===== src/rtl/mac_sequencer.sv =====
// mac_sequencer: steps one neuron's input/weight memory index and accumulates
// the signed, saturating dot product of the selected elements, one MAC per clock.
// Optional build macro RELU_EN: clamps negative results to zero when done fires.
module mac_sequencer #(
  parameter int N     = 16,
  parameter int ACC_W = 24
) (
  input  logic             clk,
  input  logic             rst_n,
  input  logic             start,
  input  logic [N-1:0]     base,
  input  logic [N-1:0]     len,
  output logic [N-1:0]     index,
  input  logic [7:0]       in_data,
  input  logic [7:0]       w_data,
  output logic             busy,
  output logic             done,
  output logic [ACC_W-1:0] result,
  output logic             sat
);

  typedef enum logic [1:0] {S_IDLE, S_RUN, S_DRAIN} state_t;

  state_t                  state_q, state_d;
  logic [N-1:0]            index_q, index_d;
  logic [N-1:0]            count_q, count_d;
  logic [ACC_W-1:0]        acc_q, acc_d;
  logic [15:0]             prod_q, prod_d;
  logic                    prod_v_q, prod_v_d;
  logic [ACC_W-1:0]        result_q, result_d;
  logic                    done_q, done_d;
  logic                    sat_q, sat_d;
  logic                    sat_acc_q, sat_acc_d;

  logic [15:0]             in_ext, w_ext, prod_new;
  logic [ACC_W:0]          acc_add;
  logic [ACC_W-1:0]        sum;

  // Adds a 16-bit product to the accumulator; returns {clamped, value}.
  function automatic logic [ACC_W:0] sat_add(input logic [ACC_W-1:0] a,
                                             input logic [15:0] b);
    logic [ACC_W:0] s;
    s = {a[ACC_W-1], a} + {{(ACC_W-15){b[15]}}, b};
    if (s[ACC_W] != s[ACC_W-1]) begin
      if (s[ACC_W]) return {1'b1, 1'b1, {(ACC_W-1){1'b0}}};
      else          return {1'b1, 1'b0, {(ACC_W-1){1'b1}}};
    end
    return {1'b0, s[ACC_W-1:0]};
  endfunction

  // Sign-extend operands so the multiply is a full signed 16-bit product.
  assign in_ext   = {{8{in_data[7]}}, in_data};
  assign w_ext    = {{8{w_data[7]}}, w_data};
  assign prod_new = in_ext * w_ext;
  assign acc_add  = sat_add(acc_q, prod_q);
  assign sum      = acc_add[ACC_W-1:0];

  // State register; reset aborts any job in flight.
  always_ff @(posedge clk or negedge rst_n) begin
    if (!rst_n) state_q <= S_IDLE;
    else        state_q <= state_d;
  end

  // Next state: a zero-length job never leaves IDLE.
  always_comb begin
    state_d = state_q;
    case (state_q)
      S_IDLE:  if (start && (len != '0)) state_d = S_RUN;
      S_RUN:   if (count_q == N'(1))     state_d = S_DRAIN;
      S_DRAIN: state_d = S_IDLE;
      default: state_d = S_IDLE;
    endcase
  end

  // Datapath next values; the product is pipelined one cycle before accumulation.
  always_comb begin
    index_d   = index_q;
    count_d   = count_q;
    acc_d     = acc_q;
    prod_d    = prod_q;
    prod_v_d  = prod_v_q;
    result_d  = result_q;
    done_d    = 1'b0;
    sat_d     = sat_q;
    sat_acc_d = sat_acc_q;
    case (state_q)
      S_IDLE: begin
        if (start) begin
          if (len != '0) begin
            index_d   = base;
            count_d   = len;
            acc_d     = '0;
            sat_acc_d = 1'b0;
          end else begin
            result_d = '0;
            sat_d    = 1'b0;
            done_d   = 1'b1;
          end
        end
      end
      S_RUN: begin
        prod_d   = prod_new;
        prod_v_d = 1'b1;
        if (prod_v_q) begin
          acc_d     = sum;
          sat_acc_d = sat_acc_q | acc_add[ACC_W];
        end
        index_d = index_q + N'(1);
        count_d = count_q - N'(1);
      end
      S_DRAIN: begin
`ifdef RELU_EN
        result_d = sum[ACC_W-1] ? '0 : sum;
`else
        result_d = sum;
`endif
        done_d   = 1'b1;
        sat_d    = sat_acc_q | acc_add[ACC_W];
        prod_v_d = 1'b0;
      end
      default: ;
    endcase
  end

  // Datapath registers.
  always_ff @(posedge clk or negedge rst_n) begin
    if (!rst_n) begin
      index_q   <= '0;
      count_q   <= '0;
      acc_q     <= '0;
      prod_q    <= '0;
      prod_v_q  <= 1'b0;
      result_q  <= '0;
      done_q    <= 1'b0;
      sat_q     <= 1'b0;
      sat_acc_q <= 1'b0;
    end else begin
      index_q   <= index_d;
      count_q   <= count_d;
      acc_q     <= acc_d;
      prod_q    <= prod_d;
      prod_v_q  <= prod_v_d;
      result_q  <= result_d;
      done_q    <= done_d;
      sat_q     <= sat_d;
      sat_acc_q <= sat_acc_d;
    end
  end

  // Outputs: busy covers RUN and DRAIN, so it is already low in the done cycle.
  always_comb begin
    busy   = (state_q != S_IDLE);
    index  = index_q;
    done   = done_q;
    result = result_q;
    sat    = sat_q;
  end

endmodule


===== config.mk =====
export PLATFORM = sky130hd
export DESIGN_NAME = mac_sequencer
export DESIGN_NICKNAME = d
export VERILOG_FILES = /design/src/rtl/mac_sequencer.sv
export SDC_FILE = /design/constraint.sdc
export NUM_CORES = 1
export LEC_CHECK = 0
export BUFFER_PORTS_ARGS = -buffer_cell sky130_fd_sc_hd__buf_2
export CAP_MARGIN = 30
export CORE_ASPECT_RATIO = 0.6
export CORE_MARGIN = 3
export CORE_UTILIZATION = 35
export DETAILED_ROUTE_END_ITERATION = 8
export HOLD_SLACK_MARGIN = 0.02
export PLACE_DENSITY_LB_ADDON = 0.3
export SLEW_MARGIN = 0
export SYNTH_ARGS = -nofsm -noshare
export SYNTH_HDL_FRONTEND = slang
export SYNTH_SLANG_ARGS = --single-unit

===== constraint.sdc =====
create_clock -name clk -period 3.05 [get_ports clk]
set_input_delay 0.1525 -clock clk [delete_from_list [all_inputs] [get_ports clk]]
set_output_delay 0.1525 -clock clk [all_outputs]
set_load 0.01 [all_outputs]

=== After elaboration in Yosys (flattened, before gate mapping) ===
Cells that the tools add are included.

* Flip-flop bits (word level): 102
* Bits of input ports: 51
* Output and inout bits: 43

* Add/sub/neg operators: 3
* Multipliers: 1
* Eq/ne operators: 10
* Muxes and demuxes: 31
* Bitwise gates (word level): 1
* Reduce and logical (&&, ||, !) cells: 11

{| class="wikitable"
|+ Operator list
! kind !! number
|-
| 2-to-1 mux 24 bit || 6
|-
| case mux 24 bit (2 select lines) || 2
|-
| 2-to-1 mux 16 bit || 4
|-
| case mux 16 bit (2 select lines) || 2
|-
| 2-to-1 mux 25 bit || 2
|-
| adder 24 x 16 -> 25 bit || 1
|-
| adder 16 x 1 -> 16 bit, second input constant || 1
|-
| == test 16 x 1 -> 1 bit, second input constant || 1
|-
| multiplier 8 x 8 -> 16 bit || 1
|-
| nonzero test 16 bit || 1
|-
| subtractor 16 x 1 -> 16 bit, second input constant || 1
|-
| != test 2 bit, second input constant || 6
|-
| 2-to-1 mux 1 bit || 8
|-
| case mux 1 bit (2 select lines) || 4
|-
| nonzero test 2 bit || 4
|-
| AND reduction 3 bit || 2
|-
| 2-to-1 mux 2 bit || 2
|-
| case mux 2 bit (2 select lines) || 1
|-
| AND reduction 4 bit || 1
|-
| == test 2 x 1 -> 1 bit, second input constant || 1
|-
| == test 2 bit, second input constant || 1
|-
| logical NOT 2 bit || 1
|-
| AND reduction 2 bit || 1
|-
| logical AND 1 bit || 1
|-
| 2 further kinds || 2
|}

=== Depth between registers and ports, before layout ===
Gate-level depths: netlist (run 1).

* Depth after elaboration: 7
* Depth in mapped cells: 19
* Mapped depth without buffers: 19

=== Worst setup path before layout (run 1) ===
Ideal clock, no wire load.

* Path kind: input -> register
* From: input port w_data[3]
* To: register prod_q[15]
* Arrival: 3.988 ns
* Required time: 2.913 ns
* Slack: -1.074 ns
* Stages: 16
* Cells stage by stage: and2_1 -> fa_1 -> inv_1 -> fa_1 -> inv_1 -> fa_1 -> inv_1 -> fa_1 -> inv_1 -> ha_1 -> and2_1 -> o21ai_0 -> o21ai_0 -> o41ai_1 -> xnor2_1 -> a21oi_1

* Cells in the longest elaborated chain, start to end: 1

{| class="wikitable"
|+ RTL lines
! what !! line !! RTL
|-
| from (decl) || 15 || <nowiki>input logic [7:0] w_data,</nowiki>
|-
| multiplier 8 x 8 -> 16 bit || 54 || <nowiki>assign prod_new = in_ext * w_ext;</nowiki>
|-
| to (signal assigned) || 141 || <nowiki>prod_q <= prod_d;</nowiki>
|-
| to (decl) || 28 || <nowiki>logic [15:0] prod_q, prod_d;</nowiki>
|}

No other way between the ends.
A chain may end at the register's enable or synchronous reset.

=== Worst setup path in the final report (run 1) ===
* From: input port in_data[5]
* To: register prod_q[15]

* Cells in the longest elaborated chain, start to end: 1

{| class="wikitable"
|+ RTL lines
! what !! line !! RTL
|-
| from (decl) || 14 || <nowiki>input logic [7:0] in_data,</nowiki>
|-
| multiplier 8 x 8 -> 16 bit || 54 ||
|}

No other way between the ends.

==> flow_metrics.tcl, run 1 <==
set metrics [dict create \
    mappedNetlistArea_mm2 0.00827 \
    post-route-worst-setup-slack_ns -0.666 \
    detailed_place_hpwl_um 16400 \
    n_antenna_cell 0 \
    h_tree_levels 3 \
    clock.fmax_ghz 0.269 \
    yosysWarningCount 0 \
    clock_tree_from_tritoncts "built" \
    final_max_slew_viol_count 0 \
    report.final.setup_viol 51 \
    detail_route.iter0.violations 430 \
    arrival_ns 3.93 \
    core_area_mm2 0.0226 \
    area_of_combinational_cells_with_multiple_inputs_mm2 0.00556 \
    detailedRoute.firstPassIterationCount 5 \
    seq_area_frac_synth_pct 30.9 \
    cts-root-buf "sky130_fd_sc_hd__clkbuf_16" \
    instance_count_of_the_mapped_netlist 868 \
    synth_compound_gate_area_share_pct 21.3 \
    library_cell_occupying_the_most_area_in_the_post_synthesis_netlist "sky130_fd_sc_hd__dfrtp_1" \
    gp_congestion 0.839 \
    overflow 0 \
    yosys.area_share.simple_pct 13.2 \
    grt_first_pass_wirelength_um 35800 \
    synth.area.mux_share_pct 2.10 \
    syn2layout_area_growth_pct 27.3 \
    globalRouteTotalUtil_pct 17.1 \
    timing.max_cap.violations 0 \
    cts.clk_slew.worst_paths_ns 0.07 \
    drt-wirelength-per-cell_um 15.7 \
    antenna_violations_before_repair 0 \
    netlist.area_leader.share_pct 30.9 \
    timing_hold_violations_final 0 \
    proportion_of_layout_cells_with_a_drive_suffix_above_1_pct 29.0 \
    via_count 7028 \
    tightest_slew_ns 0.824 \
    floorplan.die.height_um 125 \
    worst_path_required_time_ns 3.26 \
    timing.hold.ws_ns 0.0668 \
    irDropWorstVdd_mv 0.554 \
    fraction_of_the_mapped_netlist_area_in_adder_cells_pct 22.5 \
    die_w_um 204 \
    antenna_left 0 \
    placement_rows 42 \
    worst_skew_pair.late_latency_ns 0.35 \
    critical_path.startpoint_type "input port" \
    synth-edff-count 0 \
    numCtsBuffers 9 \
    detail_route.drc_violations 0 \
    clk_path_buf_depth 2 \
    total_power_mw 11.7 \
    clock_sinks 102 \
    postSynth.asyncResetShare_pct 100 \
    hold_class "in2reg" \
    grt_pass1_vias 6892 \
    effective_utilization_at_floorplan_pct 36.6 \
    synth.ff_latch_count 102 \
    port_buffers 93 \
    synth_top_family_by_area "adder cells" \
    synth_fp_nets 1034 \
    route.final.wire_length_um 21300 \
    ios 94 \
    leakagePower_nw 5.02 \
    endpoint_kind "flip-flop" \
    drt-vias-per-instance 5.17 \
    nNetsFinal 1213 \
    rsz0062_at_grt "true" \
    largest_net_degree_at_the_start_of_global_routing 55 \
    post_synth_xor_area_fraction_pct 3.71 \
    layout_worst_path_cycle_share_pct 122 \
    layout.core_utilization_pct 46.6 \
    period_needed_ns 3.72 \
    fp.dieArea_mm2 0.0256 \
    largest_clock_skew_in_the_final_design_ns 0.00753 \
    synth-main-ff-cell "sky130_fd_sc_hd__dfrtp_1" \
    cp_max_fo 5 \
    power_density_mw_per_mm2 1120 \
    criticalPathCategory "in2reg" \
    synthTopCellsByArea "sky130_fd_sc_hd__dfrtp_1, sky130_fd_sc_hd__fa_1, sky130_fd_sc_hd__ha_1, sky130_fd_sc_hd__a221o_1, sky130_fd_sc_hd__inv_1" \
    number_of_distinct_library_cells_after_synthesis 63 \
    violated_checks "setup timing" \
    seqCellArea_mm2 0.00255 \
    synth_area_per_cell_um2 9.53 \
    max_slew_margin_pct 44.7 \
    fillerInstances 2196 \
    run_status "finished with violations" \
]
==> metrics by stage <==
stage,setup TNS (ns),cells,worst slack [ns],cell area [um^2]
floorplan,-4.69,868,-0.787,8360
global placement,-16.05,1335,-1.09,9850
detailed placement,-18.21,1336,-1.18,9870
CTS,-12.37,1358,-0.637,10400
global route,-22.16,1360,-0.820,10500
finish,-12.28,1360,-0.666,10500
==> critical path, stage by stage <==
cell	delay [ns]
sky130_fd_sc_hd__buf_8	0.11
sky130_fd_sc_hd__and2_4	0.15
sky130_fd_sc_hd__fa_1	0.55
sky130_fd_sc_hd__inv_2	0.04
sky130_fd_sc_hd__fa_1	0.49
sky130_fd_sc_hd__inv_2	0.04
sky130_fd_sc_hd__fa_1	0.52
sky130_fd_sc_hd__inv_1	0.04
sky130_fd_sc_hd__fa_1	0.49
sky130_fd_sc_hd__inv_2	0.05
sky130_fd_sc_hd__ha_4	0.23
sky130_fd_sc_hd__a21oi_4	0.15
sky130_fd_sc_hd__o21bai_4	0.08
sky130_fd_sc_hd__a21oi_2	0.16
sky130_fd_sc_hd__o21ai_2	0.08
sky130_fd_sc_hd__o41ai_2	0.34
sky130_fd_sc_hd__xnor2_1	0.17
sky130_fd_sc_hd__a21oi_1	0.08
==> kinds of logic after synthesis <==
group,count (synthesis)
compound gates,255
simple gates,213
buf+inv,132
fa+ha+maj,115
flops,102
xor+xnor,35
mux,16
==> report_power, final <==
part	leakage, nW	total [mW]	switching [mW]	internal [mW]
sequential	1.27	2.42	0.505	1.91
combinational	3.62	8.24	4.29	3.95
clock	0.126	1.09	0.512	0.576
==> final timing paths <==
kind | slack [ns] | endpoint | start | depth (start not counted)
max in group asynchronous | 1.94 | count_q[5] | rst_n | 3
hold reg to reg | 0.48 | sat | sat | 2
min in group asynchronous | 0.37 | result[7] | rst_n | 2
setup reg to reg | -0.28 | acc_q[7] | prod_q[15] | 12
setup / recovery | -0.67 | prod_q[15] | in_data[5] | 18
hold / removal | 0.07 | index[13] | base[13] | 3
==> placed cells by master, fill, tap and decap left out, drive strengths merged, types with 3 or more instances in the layout <==
cell type,instances
xnor2,26
ha,59
o31ai,3
dfrtp,102
nor3,8
nand3,24
nor4,7
a31o,6
fa,56
o21a,5
clkbuf,14
o21ai,48
o22ai,30
and2,49
a21o,19
a31oi,3
nor2,42
a221o,40
nand2,49
a211oi,6
mux2,11
and3,9
o211ai,5
a21oi,64
mux2i,5
nor3b,3
xor2,9
inv,102
o21bai,10
nand4,3
nand2b,7
buf,194
or3,3
==> repair_timing <==
| action | 4_1_cts | 5_1_grt |
|---|---|---|
| endpoints found under the setup margin | 55 | 57 |
| resized for setup | 53 | 29 |
| cloned | 1 | 0 |
| hold endpoints to repair | 49 | 0 |
| pin swaps | 39 | 20 |
| setup buffers | 5 | 4 |
| hold buffers | 1 | 0 |
==> synthesized netlist by cell type (all sizes together) (3+ instances only) <==
| cell type | count |
|---|---|
| xnor2 | 26 |
| mux2i | 5 |
| dfrtp | 102 |
| a31o | 6 |
| o31ai | 3 |
| nor3b | 3 |
| inv | 102 |
| and2 | 49 |
| nand3 | 24 |
| o21a | 5 |
| clkbuf | 18 |
| buf | 11 |
| or3 | 3 |
| and3 | 9 |
| nor3 | 8 |
| a211oi | 6 |
| a21oi | 64 |
| o22ai | 30 |
| nand2 | 49 |
| o21ai | 48 |
| nand4 | 3 |
| nor4 | 7 |
| o21bai | 10 |
| mux2 | 11 |
| nand2b | 7 |
| fa | 56 |
| a221o | 40 |
| nor2 | 41 |
| xor2 | 9 |
| a31oi | 3 |
| a21o | 19 |
| ha | 59 |
| o211ai | 5 |
==> sequential cells by signal, summed over array words and instances (netlist names) <==
name	flops
count_q	16
prod_v_q	1
prod_q	16
done	1
sat	1
index	16
state_q	2
sat_acc_q	1
result	24
acc_q	24
==> routing by layer <==
| metal | part of all wire, % | vias to the layer above | GRT usage, % | wire length [um] |
|---|---|---|---|---|
| li1 | - | 3442 | - | - |
| met1 | 53 | 3407 | 28.3 | 11400 |
| met2 | 40 | 170 | 23.3 | 8520 |
| met3 | 6.3 | 9 | 3.43 | 1350 |
| met4 | 0.32 | 0 | 1.58 | 69 |
| met5 | 0 | - | 0 | 0 |
==> area by class of cell <==
cell class / count / area share (%)
multi-input combinational: 635 / 52.8
clock inverter: 3 / 0.190
tap: 308 / 3.66
inverter: 103 / 3.70
clock buffer: 13 / 2.38
sequential: 102 / 24.2
timing repair buffer: 196 / 13.0
Note: power is estimated with default switching activity, not from simulation.
==> run 2: changes to the inputs <==
--- a/config.mk
+++ b/config.mk
@@ -5,14 +5,14 @@
 export SDC_FILE = /design/constraint.sdc
 export NUM_CORES = 1
 export LEC_CHECK = 0
-export BUFFER_PORTS_ARGS = -buffer_cell sky130_fd_sc_hd__buf_2
 export CAP_MARGIN = 30
 export CORE_ASPECT_RATIO = 0.6
 export CORE_MARGIN = 3
 export CORE_UTILIZATION = 35
 export DETAILED_ROUTE_END_ITERATION = 8
+export DONT_BUFFER_PORTS = 1
 export HOLD_SLACK_MARGIN = 0.02
-export PLACE_DENSITY_LB_ADDON = 0.3
+export PLACE_DENSITY = 0.47
 export SLEW_MARGIN = 0
 export SYNTH_ARGS = -nofsm -noshare
 export SYNTH_HDL_FRONTEND = slang
==> run 2 against run 1 <==
The run still ends with setup timing left. First-iteration DRC count grew 2.3%. Global-route usage grew 0.075 points. Cell count shrank 7.3%. Sequential power grew 5%. Total power shrank 5.6%. Wire length grew 1.3%. Critical path depth shrank 2. Clock power is essentially flat. Clock skew is essentially flat. Largest cell class unchanged. Largest power group unchanged.
==> flow_metrics.tcl, run 2 (same netlist as run 1, synthesis figures left out) <==
set metrics [dict create \
    run_status "finished with violations" \
    violated_checks "setup timing" \
    cp_max_fo 5 \
    clock.fmax_ghz 0.280 \
    slowest_stage "sky130_fd_sc_hd__fa_1" \
    commonest_non_fill_non_tap_cells_in_the_layout "sky130_fd_sc_hd__dfrtp_1, sky130_fd_sc_hd__inv_1, sky130_fd_sc_hd__buf_4" \
    slowest_delay_ns 0.55 \
    reg2reg_slack_ns 0.11 \
    port_buffers 0 \
    detail_route.iter0.violations 440 \
    irDropWorstVdd_mv 0.410 \
    detailedRoute.firstPassIterationCount 5 \
    clock_sinks 102 \
    h_tree_levels 3 \
    path_delay_family "adder cells" \
    layout_worst_path_cycle_share_pct 117 \
    post-cts-setup-buffer-count 0 \
    n_antenna_cell 0 \
    syn2layout_area_growth_pct 20.3 \
    effective_utilization_at_floorplan_pct 36.6 \
    drt-vias-per-instance 5.32 \
    ios 94 \
    mostFrequentLayoutCell "sky130_fd_sc_hd__dfrtp_1" \
    timing_hold_violations_final 0 \
    final_max_slew_viol_count 0 \
    period_needed_ns 3.57 \
    cts-root-buf "sky130_fd_sc_hd__clkbuf_16" \
    floorplan.die.height_um 125 \
    die_w_um 204 \
    detail_route.drc_violations 0 \
    critical_path.startpoint_type "input port" \
    rsz0062_at_grt "true" \
    gp_congestion 0.859 \
    setup_total_negative_slack_ns -2.73 \
    route.final.wire_length_um 21600 \
    arrival_ns 3.80 \
    post-route-worst-setup-slack_ns -0.518 \
    worst_skew_pair.late_latency_ns 0.35 \
    via_count 6712 \
    power_density_mw_per_mm2 1110 \
    endpoint_kind "flip-flop" \
    report.final.setup_viol 9 \
    hold_class "in2reg" \
    drt-wirelength-per-cell_um 17.1 \
    timing.critical_path.cells "inv_2 > nor2_1 > fa_1 > fa_1 > fa_1 > inv_1 > fa_1 > inv_1 > ha_1 > inv_1 > o21bai_1 > a21oi_2 > o21bai_1 > a21o_1 > xor2_1 > mux2_2" \
    placement_rows 42 \
    clk_path_buf_depth 2 \
    leakagePower_nw 4.53 \
    cts.clk_slew.worst_paths_ns 0.07 \
    antenna_violations_before_repair 0 \
    fp.dieArea_mm2 0.0256 \
    largest_net_degree_at_the_start_of_global_routing 103 \
    overflow 0 \
    placed_cells_incl_taps 1210 \
    grt_first_pass_wirelength_um 35900 \
    timing.max_cap.violations 0 \
    wp_buf_inv 4 \
    nNetsFinal 1114 \
    grt_pass1_vias 6724 \
    detailed_place_hpwl_um 16300 \
    globalRouteTotalUtil_pct 17.2 \
    largest_clock_skew_in_the_final_design_ns 0.00733 \
    antenna_left 0 \
    numCtsBuffers 9 \
    criticalPathCategory "in2reg" \
    proportion_of_layout_cells_with_a_drive_suffix_above_1_pct 16.2 \
    fillerInstances 2179 \
    tightest_slew_ns 0.679 \
    clock_tree_from_tritoncts "built" \
    core_area_mm2 0.0226 \
    max_slew_margin_pct 54.6 \
    worst_path_required_time_ns 3.29 \
    final_cells 1261 \
    worst_path_most_repeated_cell "sky130_fd_sc_hd__fa_1" \
]
## run 2: cell type report
type | count | area, um^2 | area share, %
tap | 308 | 385 | 3.87
clock buffer | 12 | 246 | 2.48
inverter | 103 | 387 | 3.89
sequential | 102 | 2550 | 25.7
clock inverter | 4 | 22.5 | 0.226
multi-input combinational | 634 | 5460 | 54.9
timing repair buffer | 98 | 891 | 8.95
## run 2: per-layer routing
metal	vias up	global-route usage [%]	routed length [um]
met5	-	0	0
met4	0	2.63	193
met3	18	3.95	966
met2	137	24.1	8830
met1	3316	27.0	11600
li1	3241	-	-
## run 2: power by group
group	internal, mW	switching (mW)	leakage (nW)
clock	0.573	0.521	0.132
sequential	1.91	0.636	1.27
combinational	3.45	4.00	3.13
## run 2: worst register-to-register path: stages (launching register included)
cell	delay (ns)
sky130_fd_sc_hd__dfrtp_1	0.41
sky130_fd_sc_hd__ha_1	0.35
sky130_fd_sc_hd__a211oi_4	0.26
sky130_fd_sc_hd__o32ai_2	0.14
sky130_fd_sc_hd__a31o_1	0.26
sky130_fd_sc_hd__a21o_1	0.22
sky130_fd_sc_hd__a31o_4	0.31
sky130_fd_sc_hd__o21ai_2	0.27
sky130_fd_sc_hd__nor2_2	0.10
sky130_fd_sc_hd__buf_12	0.17
sky130_fd_sc_hd__a221o_1	0.35
## run 2: path summary, 6_finish.rpt
path,depth (start not counted),from,endpoint
max,16,w_data[7],prod_q[12]
min,2,base[0],index[0]
max reg2reg,10,acc_q[1],result[5]
min reg2reg,2,acc_q[23],acc_q[23]
max in group asynchronous,2,rst_n,prod_q[15]
min in group asynchronous,2,rst_n,result[12]
## run 2: repair_timing
item / 4_1_cts / 5_1_grt
setup endpoints to repair: 50 / 57
endpoints found under the hold margin: 134 / 0
resized for setup: 5 / 32
hold buffers: 35 / 0
pin swaps: 9 / 14
## run 2: through the flow
stage | instance area [um^2] | util, % | worst slack (ns) | power, mW | hold slack [ns]
floorplan | 8360 | - | -0.787 | 7.44 | -0.143
global placement | 9150 | 40.5 | -0.953 | 9.43 | -0.140
detailed placement | 9150 | 40.5 | -1.03 | 9.56 | -0.140
CTS | 9800 | 43.4 | -0.521 | 10.8 | 0.0456
global route | 9950 | 44.0 | -0.691 | 12.2 | 0.0676
finish | 9950 | 44.0 | -0.518 | 11.1 | 0.0493
